--- config.mk ---
export PLATFORM = sky130hd
export DESIGN_NAME = wb_led_sched_flat
export DESIGN_NICKNAME = d
export VERILOG_FILES = /design/src/rtl/wb_led_sched_pkg.sv /design/src/rtl/wb_led_sched_if.sv /design/src/rtl/wb_led_sched_chan.sv /design/src/rtl/wb_led_sched.sv /design/src/flat_wrapper.sv
export SDC_FILE = /design/constraint.sdc
export NUM_CORES = 1
export LEC_CHECK = 0
export CAP_MARGIN = 25
export CORE_MARGIN = 1
export CORE_UTILIZATION = 56
export DETAILED_ROUTE_END_ITERATION = 8
export PLACE_DENSITY_LB_ADDON = 0.25
export SLEW_MARGIN = 40
export SYNTH_ARGS = -nofsm -noshare
export SYNTH_HDL_FRONTEND = slang
export SYNTH_SLANG_ARGS = --single-unit
--- constraint.sdc ---
create_clock -name clk -period 5.25 [get_ports clk]
set_input_delay 1.05 -clock clk [delete_from_list [all_inputs] [get_ports clk]]
set_output_delay 1.05 -clock clk [all_outputs]
set_load 0.02 [all_outputs]
--- src/rtl/wb_led_sched_pkg.sv ---
// Shared definitions for the Wishbone LED blink scheduler: register map,
// channel mode encodings, register field positions and a byte-lane helper.
package wb_led_sched_pkg;

  typedef enum logic [1:0] {
    MODE_OFF   = 2'b00,
    MODE_ON    = 2'b01,
    MODE_BLINK = 2'b10,
    MODE_BURST = 2'b11
  } mode_e;

  // Word indices (byte address bits [7:2]).
  localparam logic [5:0] REG_CTRL      = 6'h00;
  localparam logic [5:0] REG_PRESC     = 6'h01;
  localparam logic [5:0] REG_STATUS    = 6'h02;
  localparam logic [5:0] REG_DONECLR   = 6'h03;
  localparam logic [5:0] REG_CHAN_BASE = 6'h04;

  localparam int CTRL_GEN_BIT    = 0;
  localparam int CTRL_SYNC_BIT   = 1;
  localparam int CFG_BURST_LSB   = 8;
  localparam int STATUS_DONE_LSB = 8;

  typedef struct packed {
    logic [7:0] burst;
    mode_e      mode;
  } cfg_t;

  function automatic logic [15:0] merge16(input logic [15:0] old_v,
                                          input logic [15:0] new_v,
                                          input logic [1:0]  sel);
    merge16 = old_v;
    if (sel[0]) merge16[7:0]  = new_v[7:0];
    if (sel[1]) merge16[15:8] = new_v[15:8];
  endfunction

  function automatic logic [15:0] cfg_to_word(input cfg_t c);
    cfg_to_word = {c.burst, 6'b0, c.mode};
  endfunction

  function automatic cfg_t word_to_cfg(input logic [15:0] w);
    word_to_cfg.burst = w[CFG_BURST_LSB +: 8];
    word_to_cfg.mode  = mode_e'(w[1:0]);
  endfunction

endpackage

--- src/rtl/wb_led_sched_if.sv ---
// Wishbone classic slave bus bundle for the LED scheduler.
interface wb_led_sched_if;
  logic        wb_stb_i;
  logic        wb_cyc_i;
  logic        wb_ack_o;
  logic        wb_we_i;
  logic [31:0] wb_adr_i;
  logic [3:0]  wb_sel_i;
  logic [31:0] wb_dat_i;
  logic [31:0] wb_dat_o;

  modport slave (
    input  wb_stb_i, wb_cyc_i, wb_we_i, wb_adr_i, wb_sel_i, wb_dat_i,
    output wb_ack_o, wb_dat_o
  );

  modport master (
    output wb_stb_i, wb_cyc_i, wb_we_i, wb_adr_i, wb_sel_i, wb_dat_i,
    input  wb_ack_o, wb_dat_o
  );
endinterface

--- src/rtl/wb_led_sched_chan.sv ---
// One LED channel: half-period counter, burst remaining-toggle counter and
// the off/on/blink/burst state machine. A restart always beats a tick.
module wb_led_chan
  import wb_led_sched_pkg::*;
(
  input  logic        clk,
  input  logic        rst_n,
  input  logic        tick,
  input  logic        restart,
  input  mode_e       mode,
  input  logic [7:0]  burst,
  input  logic [15:0] half,
  output logic        led,
  output logic        done_pulse
);

  typedef enum logic [1:0] {ST_OFF, ST_ON, ST_BLINK, ST_BURST} state_e;

  state_e      state_q, state_d;
  logic        led_q, led_d;
  logic [15:0] ccnt_q, ccnt_d;
  logic [8:0]  rem_q, rem_d;
  logic [15:0] lim;

  // A zero half-period behaves as one tick; >= lets a shrunk HALF toggle on the next tick.
  assign lim = (half == 16'd0) ? 16'd0 : half - 16'd1;

  always_ff @(posedge clk) begin
    if (!rst_n) begin
      state_q <= ST_OFF;
      led_q   <= 1'b0;
      ccnt_q  <= 16'd0;
      rem_q   <= 9'd0;
    end else begin
      state_q <= state_d;
      led_q   <= led_d;
      ccnt_q  <= ccnt_d;
      rem_q   <= rem_d;
    end
  end

  always_comb begin
    state_d    = state_q;
    led_d      = led_q;
    ccnt_d     = ccnt_q;
    rem_d      = rem_q;
    done_pulse = 1'b0;
    if (restart) begin
      ccnt_d = 16'd0;
      rem_d  = 9'd0;
      unique case (mode)
        MODE_OFF:   begin state_d = ST_OFF;   led_d = 1'b0; end
        MODE_ON:    begin state_d = ST_ON;    led_d = 1'b1; end
        MODE_BLINK: begin state_d = ST_BLINK; led_d = 1'b1; end
        MODE_BURST: begin
          if (burst == 8'd0) begin
            state_d    = ST_OFF;
            led_d      = 1'b0;
            done_pulse = 1'b1;
          end else begin
            state_d = ST_BURST;
            led_d   = 1'b1;
            rem_d   = {burst, 1'b0} - 9'd1;
          end
        end
        default: begin state_d = ST_OFF; led_d = 1'b0; end
      endcase
    end else if (tick && (state_q == ST_BLINK || state_q == ST_BURST)) begin
      if (ccnt_q >= lim) begin
        ccnt_d = 16'd0;
        if (state_q == ST_BLINK) begin
          led_d = ~led_q;
        end else if (rem_q == 9'd0) begin
          led_d      = 1'b0;
          state_d    = ST_OFF;
          done_pulse = 1'b1;
        end else begin
          led_d = ~led_q;
          rem_d = rem_q - 9'd1;
        end
      end else begin
        ccnt_d = ccnt_q + 16'd1;
      end
    end
  end

  assign led = led_q;

endmodule

--- src/rtl/wb_led_sched.sv ---
// Wishbone-programmable LED blink scheduler: bus decode, CTRL/PRESCALE,
// shared prescaler, STATUS/DONE bookkeeping and NUM_LED channel instances.
module wb_led_sched
  import wb_led_sched_pkg::*;
#(
  parameter int          NUM_LED   = 4,
  parameter logic [15:0] PRESC_RST = 16'd999
) (
  input  logic               clk,
  input  logic               rst_n,
  wb_led_sched_if.slave      wb,
  output logic [NUM_LED-1:0] led_o
);

  logic                           ack_r;
  logic                           access;
  logic                           wr;
  logic [5:0]                     idx;
  logic                           gen_q;
  logic [15:0]                    presc_q;
  logic [15:0]                    pcnt_q;
  logic                           tick;
  logic                           sync;
  logic                           done_clr_wr;
  logic [NUM_LED-1:0]             done_q;
  logic [NUM_LED-1:0]             done_pulse;
  logic [NUM_LED-1:0][15:0]       cfg_rd;
  logic [NUM_LED-1:0][15:0]       half_rd;
  logic [31:0]                    rdata;
  logic [31:0]                    dat_o_q;
  logic                           unused_bits;

  assign unused_bits = ^{wb.wb_adr_i[31:8], wb.wb_adr_i[1:0],
                         wb.wb_dat_i[31:16], wb.wb_sel_i[3:2]};

  assign idx         = wb.wb_adr_i[7:2];
  assign access      = wb.wb_stb_i & wb.wb_cyc_i & ~ack_r;
  assign wr          = access & wb.wb_we_i;
  assign wb.wb_ack_o = wb.wb_stb_i & wb.wb_cyc_i & ack_r;
  assign wb.wb_dat_o = dat_o_q;

  assign sync        = wr && (idx == REG_CTRL) && wb.wb_sel_i[0]
                       && wb.wb_dat_i[CTRL_SYNC_BIT];
  assign done_clr_wr = wr && (idx == REG_DONECLR) && wb.wb_sel_i[0];
  assign tick        = gen_q && (pcnt_q >= presc_q);

  always_ff @(posedge clk) begin
    if (!rst_n) begin
      ack_r   <= 1'b0;
      dat_o_q <= 32'd0;
      gen_q   <= 1'b0;
      presc_q <= PRESC_RST;
    end else begin
      ack_r <= access;
      if (access && !wb.wb_we_i) dat_o_q <= rdata;
      if (wr && idx == REG_CTRL && wb.wb_sel_i[0]) gen_q <= wb.wb_dat_i[CTRL_GEN_BIT];
      if (wr && idx == REG_PRESC)
        presc_q <= merge16(presc_q, wb.wb_dat_i[15:0], wb.wb_sel_i[1:0]);
    end
  end

  // Shared prescaler: wraps after the tick cycle, freezes while GEN is clear.
  always_ff @(posedge clk) begin
    if (!rst_n)     pcnt_q <= 16'd0;
    else if (gen_q) pcnt_q <= tick ? 16'd0 : pcnt_q + 16'd1;
  end

  // A completion pulse wins over a simultaneous clear.
  always_ff @(posedge clk) begin
    if (!rst_n) begin
      done_q <= '0;
    end else begin
      for (int i = 0; i < NUM_LED; i++) begin
        if (done_pulse[i])                        done_q[i] <= 1'b1;
        else if (done_clr_wr && wb.wb_dat_i[i])   done_q[i] <= 1'b0;
      end
    end
  end

  for (genvar g = 0; g < NUM_LED; g++) begin : g_chan
    localparam logic [5:0] CFG_IDX  = REG_CHAN_BASE + 6'(2 * g);
    localparam logic [5:0] HALF_IDX = REG_CHAN_BASE + 6'(2 * g + 1);

    cfg_t        cfg_q;
    cfg_t        cfg_new;
    cfg_t        cfg_ch;
    logic [15:0] half_q;
    logic        cfg_wr;
    logic        half_wr;

    assign cfg_wr  = wr && (idx == CFG_IDX);
    assign half_wr = wr && (idx == HALF_IDX);
    assign cfg_new = word_to_cfg(merge16(cfg_to_word(cfg_q), wb.wb_dat_i[15:0],
                                         wb.wb_sel_i[1:0]));
    // The channel must see the value being written on its restart edge.
    assign cfg_ch  = cfg_wr ? cfg_new : cfg_q;

    always_ff @(posedge clk) begin
      if (!rst_n) begin
        cfg_q  <= '{burst: 8'd0, mode: MODE_OFF};
        half_q <= 16'd0;
      end else begin
        if (done_pulse[g])  cfg_q <= '{burst: cfg_ch.burst, mode: MODE_OFF};
        else if (cfg_wr)    cfg_q <= cfg_new;
        if (half_wr) half_q <= merge16(half_q, wb.wb_dat_i[15:0], wb.wb_sel_i[1:0]);
      end
    end

    assign cfg_rd[g]  = cfg_to_word(cfg_q);
    assign half_rd[g] = half_q;

    wb_led_chan u_chan (
      .clk        (clk),
      .rst_n      (rst_n),
      .tick       (tick),
      .restart    (cfg_wr | sync),
      .mode       (cfg_ch.mode),
      .burst      (cfg_ch.burst),
      .half       (half_q),
      .led        (led_o[g]),
      .done_pulse (done_pulse[g])
    );
  end

  always_comb begin
    rdata = 32'd0;
    case (idx)
      REG_CTRL:   rdata[CTRL_GEN_BIT] = gen_q;
      REG_PRESC:  rdata[15:0] = presc_q;
      REG_STATUS: begin
        rdata[NUM_LED-1:0]                 = led_o;
        rdata[STATUS_DONE_LSB +: NUM_LED]  = done_q;
      end
      default: begin
        for (int i = 0; i < NUM_LED; i++) begin
          if (idx == REG_CHAN_BASE + 6'(2 * i))     rdata[15:0] = cfg_rd[i];
          if (idx == REG_CHAN_BASE + 6'(2 * i + 1)) rdata[15:0] = half_rd[i];
        end
      end
    endcase
  end

endmodule

--- src/flat_wrapper.sv ---
// flat-port wrapper written by rule: the top's interface ports become plain ports
module wb_led_sched_flat import wb_led_sched_pkg::*;
#(
  parameter int          NUM_LED   = 4,
  parameter logic [15:0] PRESC_RST = 16'd999
)
  (clk, rst_n, led_o, wb_wb_stb_i, wb_wb_cyc_i, wb_wb_we_i, wb_wb_adr_i, wb_wb_sel_i, wb_wb_dat_i, wb_wb_ack_o, wb_wb_dat_o);
  wb_led_sched_if wb_i ();
  input  logic clk;
  input  logic rst_n;
  output logic [NUM_LED-1:0] led_o;
  input wire logic [$bits(wb_i.wb_stb_i)-1:0] wb_wb_stb_i;
  input wire logic [$bits(wb_i.wb_cyc_i)-1:0] wb_wb_cyc_i;
  input wire logic [$bits(wb_i.wb_we_i)-1:0] wb_wb_we_i;
  input wire logic [$bits(wb_i.wb_adr_i)-1:0] wb_wb_adr_i;
  input wire logic [$bits(wb_i.wb_sel_i)-1:0] wb_wb_sel_i;
  input wire logic [$bits(wb_i.wb_dat_i)-1:0] wb_wb_dat_i;
  output wire logic [$bits(wb_i.wb_ack_o)-1:0] wb_wb_ack_o;
  output wire logic [$bits(wb_i.wb_dat_o)-1:0] wb_wb_dat_o;
  assign wb_i.wb_stb_i = wb_wb_stb_i;
  assign wb_i.wb_cyc_i = wb_wb_cyc_i;
  assign wb_i.wb_we_i = wb_wb_we_i;
  assign wb_i.wb_adr_i = wb_wb_adr_i;
  assign wb_i.wb_sel_i = wb_wb_sel_i;
  assign wb_i.wb_dat_i = wb_wb_dat_i;
  assign wb_wb_ack_o = wb_i.wb_ack_o;
  assign wb_wb_dat_o = wb_i.wb_dat_o;
  wb_led_sched #(.NUM_LED(NUM_LED), .PRESC_RST(PRESC_RST)) u_core (.clk(clk), .rst_n(rst_n), .wb(wb_i), .led_o(led_o));
endmodule
[After elaboration in Yosys (flattened, before gate mapping)]
Cells that the tools add are included.
Word-level totals
  bits in registers: 270
  input bits: 73
  output and inout bits: 37
  word-level logic and storage cells: 368
Cells by class
  $add $sub $neg: 17
  order comparisons: 5
  equality and inequality tests: 39
  multiplexer cells: 154
  bitwise operators: 14
  reductions and logical operators: 97
Operators by type and width (count)
  2-to-1 mux 16 bit: 17
  2-to-1 mux 9 bit: 28
  adder 16 x 1 -> 16 bit, second input constant: 5
  greater-or-equal comparator 16 bit: 5
  subtractor 9 x 1 -> 9 bit, second input constant: 8
  logical NOT 16 bit: 4
  subtractor 16 x 1 -> 16 bit, second input constant: 4
  2-to-1 mux 1 bit: 60
  2-to-1 mux 2 bit: 28
  2-to-1 mux 10 bit: 4
  logical NOT 9 bit: 4
  == test 2 bit, second input constant: 16
  logical NOT 8 bit: 4
  2-to-1 mux 8 bit: 4
  case mux 2 bit (4 select lines): 4
  AND reduction 4 bit: 8
  nonzero test 2 bit: 16
  AND reduction 2 bit: 14
  OR reduction 2 bit: 13
  == test 6 x 3 -> 1 bit, second input constant: 4
  == test 6 x 4 -> 1 bit, second input constant: 4
  logical AND 1 bit: 24
  inequality test 2 bit, second input constant: 8
  case mux 4 bit (2 select lines): 2
  other kinds (13): 38

[Logic depth before layout (Yosys ltp)]
Gate-level depths: netlist (run 1).
  depth in word-level cells: 10
  gate-level depth with buffers: 18
  gate-level depth less buffers: 16

[By module]
A second synthesis (run 1) with hierarchy kept.
Unflattened totals
  cells, all modules: 2116
  area, all modules: 17743.3 µm²
Modules (own cells, without submodules)
  wb_led_chan: instances 4, cells each 308, area an instance 2441.1 µm², sequential area each 560.5 µm²
  wb_led_sched: instances 1, cells each 884, area an instance 7978.9 µm², sequential area each 3163.0 µm²

[Worst setup path before layout (run 1)]
No wires, ideal clock.
  path kind: in2reg
  start point: input wb_wb_adr_i[4]
  end point: register u_core.g_chan[2].u_chan.rem_q[6]
  library setup time: 0.133 ns
  arrival: 3.693 ns
  required time: 5.117 ns
  path slack: 1.424 ns
  cell stages on the path: 13
  buffers on the path: 2
  cells stage by stage: nor4b_4 > nand4_1 > clkbuf_1 > mux2i_1 > ha_1 > nand3_1 > mux2i_1 > nor2b_1 > clkbuf_1 > nand2_1 > nor2_1 > nor4bb_1 > nor4_1
On the way
  cells in the longest elaborated chain, start to end: 7
  elaborated cells on any way between the ends: 19
  those cells by class: 1 x add/sub; 4 x eq/ne; 4 x mux; 1 x bitwise; 9 x reduce/logical
RTL lines
  start, declared: line flat_wrapper.sv:15  | input wire logic [$bits(wb_i.wb_adr_i)-1:0] wb_wb_adr_i;
  == test 6 x 4 -> 1 bit / logical NOT 6 bit (equally long branches): line wb_led_sched.sv:91, wb_led_sched.sv:42
  logical AND 1 bit, on equally long branches: line wb_led_sched.sv:91, wb_led_sched.sv:42
  2-to-1 mux 10 bit / logical AND 1 bit (equally long branches)
  subtractor 9 x 1 -> 9 bit, or another cell as far along: line wb_led_sched_chan.sv:63  | rem_d = {burst, 1'b0} - 9'd1;
  2-to-1 mux 9 bit / bitwise OR 1 bit (equally long branches): line wb_led_sched_chan.sv:56, wb_led_sched.sv:116
  2-to-1 mux 9 bit, or another cell as far along: line wb_led_sched_chan.sv:51  | unique case (mode)
  2-to-1 mux 9 bit / AND reduction 4 bit (equally long branches)
  end signal, assigned: line wb_led_sched_chan.sv:38  | rem_q <= rem_d;
  end, declared: line wb_led_sched_chan.sv:22  | logic [8:0] rem_q, rem_d;
Several ways; a longest one is shown, not always the timed one.
A chain may end at the register's enable or synchronous reset.

[Worst setup path in the final report (run 1)]
  start point: register u_core.g_chan[0].half_q[8]
  end point: register u_core.g_chan[0].u_chan.rem_q[1]
On the way
  cells in the longest elaborated chain, start to end: 5
  elaborated cells on any way between the ends: 6
  those cells by class: 1 x add/sub; 1 x order compare; 1 x mux; 3 x reduce/logical
RTL lines
  start, declared: line wb_led_sched.sv:87  | logic [15:0] half_q;
  start signal, assigned: line wb_led_sched.sv:105  | if (half_wr) half_q <= merge16(half_q, wb.wb_dat_i[15:0], wb.wb_sel_i[1:0]);
  subtractor 16 x 1 -> 16 bit / logical NOT 16 bit (equally long branches): line wb_led_sched_chan.sv:26  | assign lim = (half == 16'd0) ? 16'd0 : half - 16'd1;
  2-to-1 mux 16 bit (*): line wb_led_sched_chan.sv:26
  greater-or-equal comparator 16 bit (*): line wb_led_sched_chan.sv:69  | if (ccnt_q >= lim) begin
  nonzero test 2 bit (no line) (*)
  AND reduction 4 bit (no line) (*)
  end signal, assigned: line wb_led_sched_chan.sv:38
  end, declared: line wb_led_sched_chan.sv:22
Every way passes the cells marked *; elsewhere a longest branch is shown, timed or not.

==> results of run 1 <==
==> registers in the layout, indices dropped and copies added (netlist names) <==
signal,count
u_core.ack_r,1
u_core.cfg_rd,40
u_core.done_q,4
u_core.g_chan.half_q,64
u_core.g_chan.u_chan.ccnt_q,64
u_core.g_chan.u_chan.led,4
u_core.g_chan.u_chan.rem_q,36
u_core.g_chan.u_chan.state_q,8
u_core.gen_q,1
u_core.pcnt_q,16
u_core.presc_q,16
u_core.wb.wb_dat_o,16
==> Yosys cell counts, drive strengths merged, types with 6 or more instances <==
library cell    n
mux4           10
nand2b         16
mux2i          91
o22ai          14
or4             7
nand4          33
mux2           15
or3            29
a21o           12
and2           14
or2             9
xor2           89
dfxtp         270
ha            113
a22oi          14
clkbuf         88
a31oi           8
a21oi         141
o31a            6
nand3          81
buf            37
nor4           38
o211ai         16
xnor2          61
inv            66
o2111ai         6
a211oi         14
nor2b           9
nand2         283
o21ai         100
nor3           57
nor2          243
and4           14
and3           25
==> power by group through the flow <==
| stage | registers (mW) | clock network [mW] | logic (mW) |
|---|---|---|---|
| after global routing | 2.06 | 2.40 | 0.251 |
| after floorplan | 2.11 | 0 | 0.141 |
| final | 2.06 | 2.29 | 0.239 |
| after CTS | 2.06 | 2.31 | 0.232 |
| after global placement | 2.10 | 0 | 0.228 |
| after detailed placement | 2.10 | 0 | 0.230 |
==> layout by cell type (no fill, tap or decap), types with 25 or more instances in the layout <==
| cell type | netlist | routed |
|---|---|---|
| xor2_1 | 89 | 89 |
| buf_4 | 22 | 35 |
| and3_1 | 25 | 25 |
| nor3_1 | 56 | 55 |
| mux2i_1 | 91 | 91 |
| clkbuf_16 | 0 | 31 |
| o21ai_0 | 90 | 90 |
| nand2_1 | 283 | 283 |
| ha_1 | 113 | 113 |
| or3_1 | 28 | 28 |
| nor2_1 | 241 | 240 |
| inv_1 | 66 | 65 |
| nor4_1 | 38 | 37 |
| nand3_1 | 81 | 81 |
| clkdlybuf4s50_1 | 0 | 46 |
| a21oi_1 | 141 | 141 |
| nand4_1 | 32 | 32 |
| xnor2_1 | 61 | 61 |
| dfxtp_1 | 270 | 270 |
==> critical path, stage by stage, from the launching register on <==
cell and delay (ns):
dfxtp_1 0.39, or4_1 0.62, nor4_1 0.37, nand3_1 0.49, nand2_1 0.19, ha_1 0.17
and4_1 0.22, nand4_1 0.11, o41ai_1 0.65, o2111ai_1 0.42, nor2_1 0.44, mux2_2 0.38
o22ai_1 0.11
==> kinds of logic after synthesis <==
family | count (synthesis) | share of synthesized area (%)
simple gates | 875 | 24.5
compound gates | 390 | 14.3
flops | 270 | 32.2
buf+inv | 191 | 5.04
xor+xnor | 150 | 7.82
mux | 116 | 7.77
fa+ha+maj | 113 | 8.41
other cells | 1 | 0.0223
==> cell type report <==
class / instances / share of cell area, %
Multi-Input combinational cell: 1660 / 57.2
Clock inverter: 15 / 1.24
Antenna cell: 1 / 0.0135
Sequential cell: 270 / 29.1
Clock buffer: 40 / 4.52
Timing Repair Buffer: 84 / 3.97
Tap cell: 390 / 2.63
Inverter: 66 / 1.36
==> per-layer routing <==
metal	routed length (µm)	track usage, %	up-vias	part of all wire [%]
met4	1700	11.2	0	3.5
met3	4720	5.27	113	9.8
met5	0	0	-	0
li1	-	-	7421	-
met1	20400	42.3	7304	42
met2	21200	48.5	712	44
==> through the flow <==
step | instances | setup slack, ns | hold WS [ns]
2_1_floorplan | 2121 | 1.42 | 0.436
6_report | 2526 | 0.605 | 0.456
3_5_place_dp | 2470 | 0.697 | 0.452
5_1_grt | 2525 | 0.281 | 0.475
4_1_cts | 2525 | 0.679 | 0.460
3_3_place_gp | 2470 | 0.819 | 0.443
==> worst paths after layout <==
check | startpoint | endpoint | slack [ns] | cells after the start
hold / removal | u_core.wb.wb_dat_o[8]$_SDFFE_PN0P_ | u_core.wb.wb_dat_o[8]$_SDFFE_PN0P_ | 0.46 | 2
hold reg to reg | u_core.wb.wb_dat_o[8]$_SDFFE_PN0P_ | u_core.wb.wb_dat_o[8]$_SDFFE_PN0P_ | 0.46 | 2
setup / recovery | u_core.g_chan[0].half_q[8]$_SDFFE_PN0P_ | u_core.g_chan[0].u_chan.rem_q[1]$_SDFFE_PN0P_ | 0.60 | 12
setup reg to reg | u_core.g_chan[0].half_q[8]$_SDFFE_PN0P_ | u_core.g_chan[0].u_chan.rem_q[1]$_SDFFE_PN0P_ | 0.60 | 12
==> qor.yml, run 1 <==
synth_area_mm2: 0.0168
dr_total_vias: 15600
syn_area_per_cell_um2: 7.98
dieArea_mm2: 0.0307
track_usage_pct: 30.8
via_per_inst: 6.16
clockBufferDepth: 3
ctsResizeCount: 0
synth_top_cell_by_area: "dfxtp_1"
fin_crit_ns: 4.65
yosysUniqueCellTypes: 86
p_leak_nw: 7.63
finalHoldViolations: 0
cts.sinks: 270
final_util_pct: 62.9
die_w_um: 175
cts_root_buf: "clkbuf_16"
postCtsSetupBuffers: 0
synth_cells: 2106
p_int_mw: 3.54
worstSetupPathType: "flop to flop"
drcViolationCount: 0
regArea_mm2: 0.00541
clock_skew_ns: 0.0118
pwr_density_cell_mw_per_mm2: 247
pwr-share-comb_pct: 5.2
wl_per_cell_um: 19.0
final_max_slew_viol_count: 0
fin_setup_tns_ns: 0
crit_fanout: 15
drt-initial-drc-count: 1680
grt_first_pass_wirelength_um: 75500
vdd_drop_max_mv: 0.244
cts.clk_slew.worst_paths_ns: 0.06
synth_top_area_share_pct: 32.2
seqPwrFrac_pct: 44.9
io_buffers: 49
min_path_type: "flop to flop"
grt_setup_unrepaired: "false"
core_area_mm2: 0.0296
placed_area_mm2: 0.0175
power_mw: 4.59
drtPass1Iterations: 7
synth_top_cells_by_area: "dfxtp_1 (32%), ha_1 (8.4%), nand2_1 (6.3%)"
clk_latency_ns: 0.56
multiInputGateArea_mm2: 0.0106
die_h_um: 175
cts_tree: "yes"
relSlewSlack_pct: 41.3
grt_pass1_vias: 14300
io_pins: 110
worstMarginPinSlew_ns: 0.880
fillCellCount: 2575
setup_viol: 0
cts_made_buffers: 30
end_kind: "flop"
cp-start-kind: "flop"
cts_hold_buf: 0
place_congestion: 0.980
syn2layout_area_growth_pct: 10.6
power_switching_mw: 1.05
synthArstFlopShare_pct: 0
critical_path_arrival_ns: 5.12
post-route-period-util_pct: 88.5
synth-main-ff-cell: "dfxtp_1"
final_net_count: 2298
synth-edff-count: 0
overflow: 0
grt_max_degree: 80
place_hpwl_um: 34800
start_util_pct: 56.9
ant_nets: 0
power_frac_clock_pct: 49.9
antenna_found_initial: 1
yosysWarnings: 0
design_area_mm2: 0.0186
yosysSeqAreaShare_pct: 32.2
worstPathRequired_ns: 5.73
row_count: 63
run_status: "finished, final reports clean"
htree_levels: 1
switching_share_pct: 22.9
ys_seq_elements: 270
drt_wl_total_um: 48100
drive_gt1_share_pct: 6.65
maxCapViolations: 0
max_freq_ghz: 0.215
Note: power is estimated with default switching activity, not from simulation.
==> run 2, diff against run 1 <==
--- a/config.mk
+++ b/config.mk
@@ -9,6 +9,7 @@
 export CORE_MARGIN = 1
 export CORE_UTILIZATION = 56
 export DETAILED_ROUTE_END_ITERATION = 8
+export DONT_BUFFER_PORTS = 1
 export PLACE_DENSITY_LB_ADDON = 0.25
 export SLEW_MARGIN = 40
 export SYNTH_ARGS = -nofsm -noshare
==> run 2 against run 1 <==
Net effect: clock skew grew 0.016 ns; sequential power is essentially flat; register-to-register slack improved by 0.03 ns; count of clock-buffer cells in the layout stayed put; final area is 3.9% lower; clock power down 14%; routed wire length shrank 1.5%.
==> qor.yml, run 2 (synthesized netlist as in run 1, its figures left out) <==
run_status: "finished, final reports clean"
slowest_stage: "or4_1"
die_h_um: 175
postCtsSetupBuffers: 0
final_common_cell: "nand2_1"
clockBufferDepth: 3
fillCellCount: 2658
cts_made_buffers: 29
grt_setup_unrepaired: "false"
start_util_pct: 56.9
antenna_found_initial: 1
io_buffers: 0
track_usage_pct: 30.8
overflow: 0
vdd_drop_max_mv: 0.258
hold_depth: 2
finalHoldViolations: 0
clock_skew_ns: 0.0274
place_hpwl_um: 34500
htree_levels: 1
drt_wl_total_um: 47300
cp-start-kind: "flop"
cpMostUsedCell: "a211oi_1"
worstMarginPinSlew_ns: 0.908
reg2reg_from: "u_core.g_chan[2].half_q[8]$_SDFFE_PN0P_"
final_cell_mix: "nand2_1 (283), dfxtp_1 (270), nor2_1 (239), a21oi_1 (141), ha_1 (113)"
place_congestion: 0.954
seqPwrFrac_pct: 49.5
maxCapViolations: 0
fin_crit_ns: 4.61
regArea_mm2: 0.00541
post-route-period-util_pct: 87.9
critPathCapture: "u_core.g_chan[2].u_chan.rem_q[1]$_SDFFE_PN0P_"
rrSetupSlack_ns: 0.64
grt_max_degree: 94
grt_pass1_vias: 14000
crit_start: "u_core.g_chan[2].half_q[8]$_SDFFE_PN0P_"
pwr-share-comb_pct: 3.4
switching_share_pct: 23.2
fin_setup_tns_ns: 0
worstPathRequired_ns: 5.73
path_cells: "or4_1 -> nor4_1 -> nand4_1 -> and2_1 -> ha_1 -> nand2b_1 -> a211oi_1 -> o21ai_0 -> a221oi_1 -> a211oi_1 -> and2_1 -> a21o_1 -> a211oi_1"
cts.sinks: 270
crit_fanout: 16
critical_path_arrival_ns: 5.10
drcViolationCount: 0
power_mw: 4.18
cpPeakStageDelay_ns: 0.61
wl_per_cell_um: 19.2
p_int_mw: 3.21
io_pins: 110
end_kind: "flop"
drtPass1Iterations: 6
rr_worst_depth: 13
grt_first_pass_wirelength_um: 75400
cts_hold_buf: 0
whs_ns: 0.463
power_switching_mw: 0.971
core_area_mm2: 0.0296
placed_area_mm2: 0.0169
ant_nets: 0
dr_total_vias: 15300
drt-initial-drc-count: 1495
relSlewSlack_pct: 39.5
row_count: 63
cts_root_buf: "clkbuf_16"
power_frac_clock_pct: 47.1
dieArea_mm2: 0.0307
ctsResizeCount: 0
clk_latency_ns: 0.57
die_w_um: 175
r2r-end: "u_core.g_chan[2].u_chan.rem_q[1]$_SDFFE_PN0P_"
setup_viol: 0
min_path_type: "flop to flop"
final_max_slew_viol_count: 0
worstSetupPathType: "flop to flop"
max_freq_ghz: 0.217
syn2layout_area_growth_pct: 6.25
pwr_density_cell_mw_per_mm2: 234
cts.clk_slew.worst_paths_ns: 0.06
via_per_inst: 6.20
cts_tree: "yes"
drive_gt1_share_pct: 6.09
p_leak_nw: 7.32
final_net_count: 2233
design_area_mm2: 0.0179
multiInputGateArea_mm2: 0.0106
-- run 2: how the worst min path moves through the flow --
stage               slack [ns]                                             to                                          start
floorplan                 0.44                 u_core.presc_q[3]$_SDFFE_PN0P_                 u_core.presc_q[3]$_SDFFE_PN0P_
global placement          0.44                 u_core.presc_q[3]$_SDFFE_PN0P_                 u_core.presc_q[3]$_SDFFE_PN0P_
detailed placement        0.45                  u_core.done_q[3]$_SDFFE_PN0P_                  u_core.done_q[3]$_SDFFE_PN0P_
CTS                       0.46                  u_core.done_q[3]$_SDFFE_PN0P_                  u_core.done_q[3]$_SDFFE_PN0P_
global route              0.50  u_core.g_chan[3].u_chan.rem_q[3]$_SDFFE_PN0P_  u_core.g_chan[3].u_chan.rem_q[3]$_SDFFE_PN0P_
finish                    0.46                  u_core.done_q[3]$_SDFFE_PN0P_                  u_core.done_q[3]$_SDFFE_PN0P_
-- run 2: area by class of cell --
cell class	instances	area share [%]
clock inverters	13	0.399
repair buffers	20	0.911
flip-flops and latches	270	30.3
multi-input cells	1660	59.6
clock buffers	40	4.69
diodes	1	0.0140
inverters	66	1.42
well taps	390	2.73
-- run 2: routing by layer --
metal  track usage (%)  vias up  wire length, µm
met5                 0        -                0
met4              11.0        0             1620
met3              5.59       98             4570
met2              48.1      609            20700
met1              42.2     7250            20400
li1                  -     7307                -
-- run 2: critical path: cells and delay by family (launching register included) --
| kind | cells | cell delay (ns) |
|---|---|---|
| AO/OA/AOI/OAI | 6 | 1.58 |
| flip-flops | 1 | 0.37 |
| adder cells (fa/ha/maj) | 1 | 0.26 |
| AND/OR/NAND/NOR | 6 | 2.31 |
-- run 2: power groups by stage --
stage	registers [mW]	clock network [mW]	logic [mW]
finish	2.07	1.97	0.142
global route	2.06	2.08	0.154
CTS	2.07	2.00	0.139
detailed placement	2.11	0	0.138
global placement	2.11	0	0.137
floorplan	2.11	0	0.141
-- run 2: through the flow --
step | std cells | worst slack (ns) | util [%]
3_5_place_dp | 2406 | 0.735 | 57.3
6_report | 2460 | 0.636 | 60.4
5_1_grt | 2459 | 0.242 | 60.4
4_1_cts | 2459 | 0.696 | 60.4
2_1_floorplan | 2121 | 1.42 | -
3_3_place_gp | 2406 | 0.831 | 57.3
